## config.mk

```make
export PLATFORM = sky130hd
export DESIGN_NAME = dec_scan_seq
export DESIGN_NICKNAME = d
export VERILOG_FILES = /design/src/rtl/dec_scan_pkg.sv /design/src/rtl/dec_scan_tick.sv /design/src/rtl/dec_scan_seq.sv
export SDC_FILE = /design/constraint.sdc
export NUM_CORES = 1
export LEC_CHECK = 0
export ABC_AREA = 1
export CORE_MARGIN = 4
export CORE_UTILIZATION = 55
export CTS_BUF_LIST = sky130_fd_sc_hd__clkbuf_4 sky130_fd_sc_hd__clkbuf_8
export CTS_CLUSTER_SIZE = 14
export DETAILED_ROUTE_END_ITERATION = 10
export PLACE_DENSITY = 0.8
export SKIP_CTS_REPAIR_TIMING = 1
export SLEW_MARGIN = 25
export SYNTH_ARGS = -nofsm -noshare
export SYNTH_HDL_FRONTEND = slang
export SYNTH_HIERARCHICAL = 1
export SYNTH_SLANG_ARGS = --single-unit
```

## constraint.sdc

```tcl
create_clock -name clk -period 1.8 [get_ports clk]
set_input_delay 0.36 -clock clk [delete_from_list [all_inputs] [get_ports clk]]
set_output_delay 0.36 -clock clk [all_outputs]
set_load 0.03 [all_outputs]
```

## src/rtl/dec_scan_pkg.sv

```systemverilog
// Shared types and constants for the decoder scan sequencer.
// Optional BLANK state is used only when SCAN_BLANK_GAP_EN is defined.
package dec_scan_pkg;

    localparam int unsigned IDX_W = 3;

    localparam logic [IDX_W-1:0] IDX_FIRST_UP = 3'd0;
    localparam logic [IDX_W-1:0] IDX_FIRST_DN = 3'd7;

    typedef enum logic [1:0] {IDLE, RUN, BLANK} state_e;

    // Wraps naturally mod 8, so the terminal->first wrap needs no special case.
    function automatic logic [IDX_W-1:0] idx_step(input logic [IDX_W-1:0] i,
                                                  input logic down);
        return down ? i - 3'd1 : i + 3'd1;
    endfunction

    function automatic logic idx_terminal(input logic [IDX_W-1:0] i, input logic down);
        return down ? (i == IDX_FIRST_UP) : (i == IDX_FIRST_DN);
    endfunction

endpackage

```

## src/rtl/dec_scan_tick.sv

```systemverilog
// Dwell counter: counts 0..DWELL-1 while cnt_en is high, flags the last count
// on expire and self-clears; clr forces it back to zero.
module dec_scan_tick #(
    parameter int unsigned DWELL   = 4,
    parameter int unsigned DWELL_W = 8
) (
    input  logic clk,
    input  logic rst_n,
    input  logic clr,
    input  logic cnt_en,
    output logic expire
);

    localparam logic [DWELL_W-1:0] LAST = DWELL_W'(DWELL - 1);

    generate
        if (DWELL < 1 || 64'(DWELL) > (64'd1 << DWELL_W)) begin : g_bad_dwell
            $error("dec_scan_tick: DWELL out of range 1..2**DWELL_W");
        end
    endgenerate

    logic [DWELL_W-1:0] cnt_q;

    assign expire = cnt_en && (cnt_q == LAST);

    always_ff @(posedge clk or negedge rst_n) begin
        if (!rst_n) begin
            cnt_q <= '0;
        end else if (clr) begin
            cnt_q <= '0;
        end else if (cnt_en) begin
            cnt_q <= expire ? '0 : cnt_q + 1'b1;
        end
    end

endmodule

```

## src/rtl/dec_scan_seq.sv

```systemverilog
// Scan sequencer feeding a 3-to-8 decoder: steps idx through all 8 lines with a
// programmable dwell. Define SCAN_BLANK_GAP_EN to insert a 1-cycle en=0 gap per step.
module dec_scan_seq
    import dec_scan_pkg::*;
#(
    parameter int unsigned DWELL   = 4,
    parameter int unsigned DWELL_W = 8
) (
    input  logic             clk,
    input  logic             rst_n,
    input  logic             start,
    input  logic             stop,
    input  logic             dir,
    input  logic             mode,
    output logic [IDX_W-1:0] idx,
    output logic             en,
    output logic             busy,
    output logic             done
);

    state_e           state_q, state_d;
    logic [IDX_W-1:0] idx_q, idx_d;
    logic             dir_q, dir_d;
    logic             mode_q, mode_d;
    logic             en_q, busy_q, done_q, done_d;
    logic             clr, expire;

    dec_scan_tick #(
        .DWELL   (DWELL),
        .DWELL_W (DWELL_W)
    ) u_tick (
        .clk    (clk),
        .rst_n  (rst_n),
        .clr    (clr),
        .cnt_en (state_q == RUN),
        .expire (expire)
    );

    always_comb begin
        state_d = state_q;
        idx_d   = idx_q;
        dir_d   = dir_q;
        mode_d  = mode_q;
        done_d  = 1'b0;
        clr     = 1'b0;
        unique case (state_q)
            IDLE: begin
                clr = 1'b1;
                if (start && !stop) begin
                    dir_d   = dir;
                    mode_d  = mode;
                    idx_d   = dir ? IDX_FIRST_DN : IDX_FIRST_UP;
                    state_d = RUN;
                end
            end
            RUN: begin
                if (stop) begin
                    clr     = 1'b1;
                    state_d = IDLE;
                end else if (expire) begin
                    done_d = idx_terminal(idx_q, dir_q);
                    if (idx_terminal(idx_q, dir_q) && mode_q) begin
                        state_d = IDLE;
                    end else begin
                        idx_d = idx_step(idx_q, dir_q);
`ifdef SCAN_BLANK_GAP_EN
                        state_d = BLANK;
`endif
                    end
                end
            end
`ifdef SCAN_BLANK_GAP_EN
            BLANK: begin
                clr     = 1'b1;
                state_d = stop ? IDLE : RUN;
            end
`endif
            default: begin
                clr     = 1'b1;
                state_d = IDLE;
            end
        endcase
    end

    // en/busy come from the next state so they align with idx in the same cycle.
    always_ff @(posedge clk or negedge rst_n) begin
        if (!rst_n) begin
            state_q <= IDLE;
            idx_q   <= IDX_FIRST_UP;
            dir_q   <= 1'b0;
            mode_q  <= 1'b0;
            en_q    <= 1'b0;
            busy_q  <= 1'b0;
            done_q  <= 1'b0;
        end else begin
            state_q <= state_d;
            idx_q   <= idx_d;
            dir_q   <= dir_d;
            mode_q  <= mode_d;
            en_q    <= (state_d == RUN);
            busy_q  <= (state_d != IDLE);
            done_q  <= done_d;
        end
    end

    assign idx  = idx_q;
    assign en   = en_q;
    assign busy = busy_q;
    assign done = done_q;

endmodule

```

==> run_results.csv <==
group,metric,value,unit
worst_setup_path,worstPathMaxFanout,4,
clocking,clk_path_buf_depth,2,
clocking,htree_levels,1,
sta,drv_slew,0,
sta,setup-violations-final,0,
clocking,path_clk_slew,0.10,ns
detailed_routing,viasPerCell,5.14,
global_routing,grt_usage,19.1,%
clocking,cts_tree,"built",
worst_hold_path,hp-class,"in -> async",
die,dieHeight,52.1,um
detailed_routing,wl_met2,1050,um
sta,rsz0062_at_grt,"no",
worst_setup_path,r2r-end,"idx[2]$_DFFE_PN0P_",
sta,hold_viol_final,0,
sta,timing.final.crit_share,96.3,%
final_layout,fin_nets,167,
worst_setup_path,cpPeakStageDelay,0.68,ns
job,maxCapViolCount,0,
final_layout,diodes,0,
detailed_routing,num_vias,940,
synth,synth_nets,149,
worst_setup_path,cp.depth,1,
worst_setup_path,crit_arrival,1.37,ns
global_routing,grt_pass1_vias,925,
worst_setup_path,crit_family,"buffers and inverters",
clocking,clk_latency,0.29,ns
final_layout,synthToLayoutAreaGrowth,18.5,%
synth,syn_area,1070,um2
global_routing,grt_max_degree,19,
die,initial_core_util,59.9,%
power,p_int,657,uW
die,io_pins,12,
worst_setup_path,cp-end-kind,"output port",
worst_setup_path,crit_slowest_cell,"clkdlybuf4s50_1",
die,fp.coreArea,1780,um2
run_status,status,"complete, no violations",
worst_setup_path,critPathBufInv,1,
global_routing,grt.overflow.total,0,
synth,avgSynthCellArea,7.58,um2
placed_design,io_buffers,11,
detailed_routing,dr.max_layer_used,"met4",
final_layout,fillers,137,
synth,ys_ff_latch,18,
power,vdd_drop_max,0.000740,V
power,powerDensity,774,nW/um2
worst_setup_path,cp-start-kind,"flip-flop",
detailed_routing,wl_met1,976,um
detailed_routing,drt-pass1-iter-count,4,
sta,setup_ws,0.0670,ns
power,share_seq_of_total_power,47.4,%
detailed_routing,drt-initial-drc-count,39,
clocking,cts_buffers,3,
final_layout,final_area,1270,um2
clocking,clock_sinks,18,
worst_setup_path,cp_cell_sequence,"clkdlybuf4s50_1",
sta,fmax,0.577,GHz
placed_design,hpwl,1690,um
global_routing,antenna_found_initial,0,
final_layout,layout_commonest_cell,"nand2_1",
power,p_sw_share,33.0,%
final_layout,final_cell_mix,"nand2_1, dfrtp_1, nor2_1, inv_1, clkdlybuf4s50_1",
sta,clock_skew,0.00874,ns
detailed_routing,route.met3.wl,107,um
synth,synth.distinct_cells,25,
detailed_routing,ant_nets,0,
synth,yosysSeqAreaShare,42.2,%
detailed_routing,wl_per_cell,11.8,um
worst_setup_path,r2r_cells,8,
die,dieWidth,52.1,um
worst_setup_path,required,1.44,ns
synth,yosysWarningCount,6,
final_layout,drive_gt1_share,14.6,%
placed_design,dpl-instance-area,1220,um2
die,rows,15,
detailed_routing,drc_errors,0,
sta,period_needed,1.73,ns
worst_setup_path,r2r_start,"u_tick/cnt_q[0]$_DFFE_PN0P_",
synth,syn_inst,141,
power,clkPwrFrac,25.1,%
global_routing,grt_pass1_wl,3800,um
clocking,cts_root_buf,"clkbuf_4",
placed_design,place_ws,0.0905,ns
detailed_routing,finalWirelength,2160,um
worst_setup_path,crit_type,"reg -> out",
die,die_area,2710,um2
power,combPwrFrac,27.4,%
worst_setup_path,reg2reg_slack,0.19,ns
power,power.switching,323,uW
placed_design,place_congestion,0.830,
power,p_leak,0.000628,uW
[cell families after synthesis]
logic type                 count (synthesis)  synth area share (%)
adders and majority gates                  2                  3.04
AOI/OAI and AO/OA                         12                  7.61
buffers and inverters                     18                  6.32
DFF                                       18                  42.2
xor gates and xnor gates                   3                  2.46
other                                      1                 0.351
and+or+nand+nor                           87                  38.1
[sequential cells by signal (all words and copies together) (netlist names)]
name and flops:
state_q 2, dir_q 1, done 1, u_tick/cnt_q 8, mode_q 1, idx 3
en 1, busy 1
[worst register-to-register path, delay by kind of cell (launching register included)]
| family | cells | cell delay, ns |
|---|---|---|
| simple gates | 4 | 0.46 |
| fa+ha+maj | 1 | 0.24 |
| compound gates | 2 | 0.30 |
| flops | 1 | 0.41 |
| buf+inv | 1 | 0.12 |
[stage by stage]
step / hold WS (ns) / util (%) / setup TNS (ns) / total power [uW] / std cells
2_1_floorplan: 0.0644 / - / 0 / 643 / 141
3_3_place_gp: 0.514 / 68.7 / 0 / 727 / 179
3_5_place_dp: 0.526 / 68.7 / 0 / 743 / 179
4_1_cts: 0.389 / 70.7 / -0.0195 / 988 / 183
5_1_grt: 0.405 / 71.0 / 0 / 1040 / 183
6_report: 0.385 / 71.0 / 0 / 980 / 183
[cells in the mapped netlist, drive strengths merged]
cell type	n	share of area (%)
a21oi	1	0.47
a31oi	3	1.8
conb	1	0.35
dfrtp	18	42
fa	1	1.9
ha	1	1.2
inv	18	6.3
nand2	52	20
nand3	9	4.7
nand3b	2	1.4
nand4	1	0.59
nor2	22	11
nor3	1	0.47
o21ai	7	4.7
o21bai	1	0.70
xor2	3	2.5
[routing by layer]
metal	vias up	GRT usage, %
li1	470	-
met1	434	22.7
met2	32	32.0
met3	4	2.87
met4	0	11.8
met5	-	0
[power by group through the flow]
| stage | Sequential, uW | Clock (uW) | Combinational [uW] |
|---|---|---|---|
| 5_1_grt | 470 | 273 | 296 |
| 6_report | 465 | 246 | 269 |
| 4_1_cts | 465 | 252 | 271 |
| 3_3_place_gp | 471 | 0 | 256 |
| 2_1_floorplan | 509 | 0 | 134 |
| 3_5_place_dp | 473 | 0 | 269 |
[worst max-delay path by stage]
stage | from | endpoint | slack (ns)
final | idx[2]$_DFFE_PN0P_ | idx[2] | 0.07
after global routing | idx[2]$_DFFE_PN0P_ | idx[2] | 0.01
after CTS | idx[0]$_DFFE_PN0P_ | idx[0] | -0.02
after detailed placement | stop | u_tick/cnt_q[2]$_DFFE_PN0P_ | 0.09
after global placement | stop | u_tick/cnt_q[4]$_DFFE_PN0P_ | 0.18
after floorplan | idx[0]$_DFFE_PN0P_ | idx[2]$_DFFE_PN0P_ | 0.24
[cell type report]
type / instances / area (um2) / area share, %
Multi-Input combinational cell: 105 / 551 / 43.5
Sequential cell: 18 / 450 / 35.6
Timing Repair Buffer: 13 / 130 / 10.3
Inverter: 18 / 67.6 / 5.34
Clock buffer: 4 / 36.3 / 2.87
Tap cell: 25 / 31.3 / 2.47
No activity file was read; power rests on OpenSTA's default activity.
